--- config.mk ---
export PLATFORM = sky130hd
export DESIGN_NAME = spike_count_classifier
export DESIGN_NICKNAME = d
export VERILOG_FILES = /design/src/rtl/spike_count_classifier_pkg.sv /design/src/rtl/spike_counter_sat.sv /design/src/rtl/spike_count_classifier.sv
export SDC_FILE = /design/constraint.sdc
export NUM_CORES = 1
export LEC_CHECK = 0
export BUFFER_PORTS_ARGS = -buffer_cell sky130_fd_sc_hd__buf_2
export CAP_MARGIN = 40
export CELL_PAD_IN_SITES_DETAIL_PLACEMENT = 1
export CELL_PAD_IN_SITES_GLOBAL_PLACEMENT = 1
export CORE_MARGIN = 4
export CORE_UTILIZATION = 55
export CTS_BUF_LIST = sky130_fd_sc_hd__clkbuf_8
export CTS_CLUSTER_SIZE = 20
export DETAILED_ROUTE_END_ITERATION = 8
export PLACE_DENSITY_LB_ADDON = 0.08
export SLEW_MARGIN = 20
export SYNTH_ARGS = -nofsm -noshare
export SYNTH_HDL_FRONTEND = slang
export SYNTH_HIERARCHICAL = 1
export SYNTH_SLANG_ARGS = --single-unit
--- constraint.sdc ---
create_clock -name clk -period 7.45 [get_ports clk]
set_clock_uncertainty 0.05 [all_clocks]
set_input_delay 0.3725 -clock clk [delete_from_list [all_inputs] [get_ports clk]]
set_output_delay 0.3725 -clock clk [all_outputs]
set_load 0.02 [all_outputs]
--- src/rtl/spike_count_classifier_pkg.sv ---
// Shared readout parameters and state encoding.
// Defaults match the layer_1 output width.
package snn_pkg;

  localparam int NUM_NEURONS_D = 8;
  localparam int CNT_W_D       = 8;
  localparam int WINDOW_LEN_D  = 64;

  function automatic int idx_w(input int n);
    return (n > 1) ? $clog2(n) : 1;
  endfunction

  localparam int IDX_W_D = idx_w(NUM_NEURONS_D);

  typedef enum logic [1:0] {
    IDLE,
    ACCUM,
    SCAN,
    DONE
  } state_t;

endpackage

--- src/rtl/spike_counter_sat.sv ---
// Per-neuron spike counter.
// Holds at all-ones instead of wrapping.
module spike_counter_sat #(
  parameter int CNT_W = 8
) (
  input  logic             clk,
  input  logic             reset_n,
  input  logic             i_clr,
  input  logic             i_inc,
  output logic [CNT_W-1:0] o_count
);

  logic [CNT_W-1:0] r_count;
  logic             w_sat;

  assign w_sat   = (r_count == {CNT_W{1'b1}});
  assign o_count = r_count;

  // clear wins over increment; increment only below all-ones
  always_ff @(posedge clk or negedge reset_n) begin
    if (!reset_n) begin
      r_count <= '0;
    end else if (i_clr) begin
      r_count <= '0;
    end else if (i_inc && !w_sat) begin
      r_count <= r_count + 1'b1;
    end
  end

endmodule

--- src/rtl/spike_count_classifier.sv ---
// Windowed spike counting with argmax readout.
// Result leaves through a valid/ready handshake.
module spike_count_classifier
  import snn_pkg::*;
#(
  parameter int NUM_NEURONS = NUM_NEURONS_D,
  parameter int CNT_W       = CNT_W_D,
  parameter int WINDOW_LEN  = WINDOW_LEN_D,
  parameter int IDX_W       = idx_w(NUM_NEURONS)
) (
  input  logic                   clk,
  input  logic                   reset_n,
  input  logic                   start,
  input  logic [NUM_NEURONS-1:0] spike_in,
  input  logic                   result_ready,
  output logic                   busy,
  output logic                   result_valid,
  output logic [IDX_W-1:0]       class_idx,
  output logic [CNT_W-1:0]       class_count,
  output logic                   no_spike,
  input  logic [IDX_W-1:0]       count_sel,
  output logic [CNT_W-1:0]       count_out
);

  localparam int WIN_W = $clog2(WINDOW_LEN + 1);

  state_t           r_state;
  state_t           w_state_nxt;
  logic             w_clr;
  logic             w_acc;
  logic [WIN_W-1:0] r_win;
  logic             w_win_last;
  logic [IDX_W-1:0] r_scan;
  logic             w_scan_last;
  logic [IDX_W-1:0] r_best_idx;
  logic [CNT_W-1:0] r_best_cnt;
  logic             w_take;
  logic [IDX_W-1:0] w_nxt_idx;
  logic [CNT_W-1:0] w_nxt_cnt;
  logic [IDX_W-1:0] r_class_idx;
  logic [CNT_W-1:0] r_class_cnt;
  logic             r_no_spike;
  logic [CNT_W-1:0] w_cnt [NUM_NEURONS];

  for (genvar g = 0; g < NUM_NEURONS; g++) begin : g_cnt
    spike_counter_sat #(
      .CNT_W (CNT_W)
    ) u_cnt (
      .clk     (clk),
      .reset_n (reset_n),
      .i_clr   (w_clr),
      .i_inc   (w_acc & spike_in[g]),
      .o_count (w_cnt[g])
    );
  end

  assign w_win_last  = (r_win == WIN_W'(WINDOW_LEN - 1));
  assign w_scan_last = (r_scan == IDX_W'(NUM_NEURONS - 1));

  // strict greater-than keeps the lowest index on ties
  assign w_take    = (w_cnt[r_scan] > r_best_cnt);
  assign w_nxt_idx = w_take ? r_scan : r_best_idx;
  assign w_nxt_cnt = w_take ? w_cnt[r_scan] : r_best_cnt;

  // state register
  always_ff @(posedge clk or negedge reset_n) begin
    if (!reset_n) begin
      r_state <= IDLE;
    end else begin
      r_state <= w_state_nxt;
    end
  end

  // next state and counter controls
  always_comb begin
    w_state_nxt = r_state;
    w_clr       = 1'b0;
    w_acc       = 1'b0;
    unique case (r_state)
      IDLE: begin
        if (start) begin
          w_clr       = 1'b1;
          w_state_nxt = ACCUM;
        end
      end
      ACCUM: begin
        w_acc = 1'b1;
        if (w_win_last) begin
          w_state_nxt = SCAN;
        end
      end
      SCAN: begin
        if (w_scan_last) begin
          w_state_nxt = DONE;
        end
      end
      DONE: begin
        if (result_ready) begin
          w_state_nxt = IDLE;
        end
      end
      default: w_state_nxt = IDLE;
    endcase
  end

  // window count, argmax scan and result capture
  always_ff @(posedge clk or negedge reset_n) begin
    if (!reset_n) begin
      r_win       <= '0;
      r_scan      <= '0;
      r_best_idx  <= '0;
      r_best_cnt  <= '0;
      r_class_idx <= '0;
      r_class_cnt <= '0;
      r_no_spike  <= 1'b0;
    end else begin
      unique case (r_state)
        IDLE: begin
          if (start) begin
            r_win       <= '0;
            r_class_idx <= '0;
            r_class_cnt <= '0;
            r_no_spike  <= 1'b0;
          end
        end
        ACCUM: begin
          r_win <= r_win + 1'b1;
          if (w_win_last) begin
            r_scan     <= '0;
            r_best_idx <= '0;
            r_best_cnt <= '0;
          end
        end
        SCAN: begin
          r_scan     <= r_scan + 1'b1;
          r_best_idx <= w_nxt_idx;
          r_best_cnt <= w_nxt_cnt;
          if (w_scan_last) begin
            r_class_idx <= w_nxt_idx;
            r_class_cnt <= w_nxt_cnt;
            r_no_spike  <= (w_nxt_cnt == '0);
          end
        end
        DONE: begin
        end
        default: begin
        end
      endcase
    end
  end

  // debug read; out-of-range selects read zero
  always_comb begin
    count_out = '0;
    if (int'(count_sel) < NUM_NEURONS) begin
      count_out = w_cnt[count_sel];
    end
  end

  assign busy         = (r_state != IDLE);
  assign result_valid = (r_state == DONE);
  assign class_idx    = r_class_idx;
  assign class_count  = r_class_cnt;
  assign no_spike     = r_no_spike;

endmodule

==> flow_summary.ini <==
[logic_synthesis]
syn_inst = 667
synth.area.top_cells = dfrtp_1 35%, mux4_2 9.4%, mux2_4 7.7%
synth_ff_type = dfrtp_1
ys_types = 54
syn_area_um2 = 7180
synthArstFlopShare_pct = 100
ys_top_cells_by_count = 99 x dfrtp_1, 44 x nand2_1, 37 x mux2_4, 35 x nor2_1, 34 x nor2b_1
syn_avg_cell_area_um2 = 10.8
yosys.area.top_type_share_pct = 34.5
synthesis.nets = 706
synthMostInstantiatedCell = dfrtp_1
synth-edff-count = 0
synth_warnings = 6
ys_ff_latch = 99
yosys.area.top_type = dfrtp_1
synth.yosys.seq_area_share_pct = 34.5

[min_path]
hold_start = start
min_to = r_win[0]
hold_path_depth = 3
hp-class = input pin to flip-flop

[critical_path]
end_kind = flip-flop
cpMaxStageDelayCell = mux4_1
crit_arrival_ns = 3.87
ff2ff_setup_slack_ns = 3.79
r2r_cells = 11
crit_fanout = 22
r2r_end = class_idx[0]
cp.buffers_inverters = 2
slowest_delay_ns = 0.59
crit_required_ns = 7.66
critical-path-top-delay-family = multiplexers
worstSetupPathType = flip-flop to flip-flop
r2r-start = r_scan[1]
worstPathCellList = buf_4 -> mux4_1 -> mux2_4 -> ha_1 -> nor2b_1 -> o211ai_1 -> a21oi_1 -> o22a_1 -> buf_6 -> mux2i_1 -> o21ai_1
crit_path_start_kind = flip-flop

[route]
vias = 5677
wirelength_um = 19200
dr.first_iter.drc_count = 460
vias_per_cell = 6.56
ant_nets = 0
drc = 0
wl_per_cell_um = 22.2
first_pass_iters = 5

[timing]
slew_viol_final = 0
period_needed_ns = 3.66
rsz0062_at_grt = no
worst_slew_pin_slew_ns = 0.865
slew_headroom_pct = 42.4
fin_crit_sh_pct = 49.2
tns_ns = 0
holdWs_ns = 0.323
setup_viol = 0
fmax_mhz = 273
hold_violations = 0

[power]
finalPower_mw = 2.41
power.density_nw_per_um2 = 313
leakagePower_nw = 3.21
vdd_drop_max_v = 0.000193

[clocking]
cts_tree = done
clockBufferDepth = 2
cts_buffers = 9
clock_latency_ns = 0.39
cts_root_buffer = clkbuf_8
clk_pin_slew_ns = 0.09
htree_num_levels = 3
numClockSinks = 99
post_cts_resized = 0

[global_route]
antenna_found_initial = 2
grt_pass1_vias = 6068
grt-ovfl-total = 0
track_usage_pct = 27.3
grt_max_degree = 77
grt_pass1_wl_um = 31900

[place]
io_buffers = 36
routabilityCongestion = 0.871
dp.final_hpwl_um = 14000

[die]
die_w_um = 122
ios = 37
rows = 41
dieArea_um2 = 14900
die_h_um = 122
core_area_um2 = 12700
initial_core_util_pct = 56.4

[outcome]
outcome = finished clean

[final_layout]
finalNetCount = 725
synthToLayoutAreaGrowth_pct = 6.88
layout-drive-gt1-share_pct = 26.6

[job]
cap_violations = 0
-- where the power goes --
| group | switching [mW] | leakage (nW) | total (mW) | internal [mW] |
|---|---|---|---|---|
| clock | 0.197 | 0.111 | 0.369 | 0.172 |
| sequential | 0.207 | 1.34 | 0.843 | 0.636 |
| combinational | 0.640 | 1.76 | 1.19 | 0.554 |
| total | 1.04 | 3.21 | 2.41 | 1.36 |
-- final cells by class --
| class | instances | area, um^2 |
|---|---|---|
| diodes | 2 | 5.00 |
| multi-input cells | 518 | 4420 |
| fillers | 1406 | 5050 |
| clock buffers | 11 | 151 |
| inverters | 14 | 52.6 |
| clock inverters | 5 | 52.6 |
| well taps | 172 | 215 |
| repair buffers | 44 | 297 |
| flip-flops and latches | 99 | 2480 |
-- metal layers --
metal / global-route usage, % / share of wire, % / vias to the layer above
met5: 0 / 0 / -
met1: 34.6 / 42 / 2915
met4: 13.6 / 3.2 / 0
met2: 46.0 / 51 / 147
met3: 3.64 / 4.4 / 30
li1: - / - / 2585
-- worst max-delay path by stage --
| stage | from | endpoint | slack, ns | cells past startpoint |
|---|---|---|---|---|
| after global placement | r_scan[1] | r_best_cnt[2] | 3.70 | 10 |
| after global routing | r_scan[1] | r_best_cnt[7] | 3.51 | 10 |
| final | r_scan[1] | class_idx[0] | 3.79 | 11 |
| after CTS | r_scan[1] | class_count[2] | 3.76 | 11 |
| after detailed placement | r_scan[1] | class_count[2] | 3.77 | 11 |
| after floorplan | r_scan[1] | r_best_cnt[0] | 4.52 | 11 |
-- cell families (layout without fill, tap and decap cells) --
logic type	count (synthesis)	in the layout	synth area share [%]
adders and majority gates	24	24	4.18
DFF	99	99	34.5
and+or+nand+nor	253	253	20.1
muxes	101	101	22.6
xor gates and xnor gates	2	2	0.244
other	0	2	0
AOI/OAI and AO/OA	138	138	14.5
buffers and inverters	50	74	3.90
-- worst min-delay path, cell delays in order --
cell and delay (ns):
buf_2 0.15, xnor2_1 0.15, a21oi_1 0.06
-- flip-flops by register name, indices dropped and copies added, names as in the netlist --
signal               cells
g_cnt.u_cnt/o_count     64
class_count              8
r_best_cnt               8
r_win                    7
class_idx                3
r_best_idx               3
r_scan                   3
r_state                  2
no_spike                 1
-- cells in the final DEF, fill, tap and decap left out, types with 8 or more instances in the layout --
cell / n
nor4bb_1: 8
mux2_4: 37
dfrtp_1: 99
a21boi_0: 8
mux2_2: 12
a41oi_1: 8
and4_1: 16
and3_2: 8
nand2_1: 44
nand2b_1: 19
nor2b_1: 34
nand3_1: 16
nor3_1: 16
a211oi_1: 8
inv_1: 13
a21boi_2: 8
a22o_1: 10
mux4_2: 30
a21oi_2: 16
a311oi_1: 8
and3_1: 9
clkbuf_8: 11
o21ai_1: 14
a21oi_1: 29
nand4_1: 23
buf_2: 35
a211oi_2: 8
and2_1: 11
ha_1: 24
nor2_1: 35
mux2i_1: 19
-- repair_timing --
action | in CTS | in global routing
hold endpoints to repair | 42 | 0
hold buffers | 1 | 0
buffers inserted | 0 | 0
-- through the flow --
| stage | instances | util [%] | cell area [um^2] | worst slack [ns] |
|---|---|---|---|---|
| after floorplan | 667 | - | 7180 | 4.52 |
| after global placement | 842 | 58.0 | 7370 | 3.70 |
| after detailed placement | 845 | 58.5 | 7440 | 3.77 |
| after CTS | 862 | 60.2 | 7650 | 3.76 |
| after global routing | 865 | 60.3 | 7670 | 3.51 |
| final | 865 | 60.3 | 7670 | 3.79 |
No activity file was read; power rests on OpenSTA's default activity.
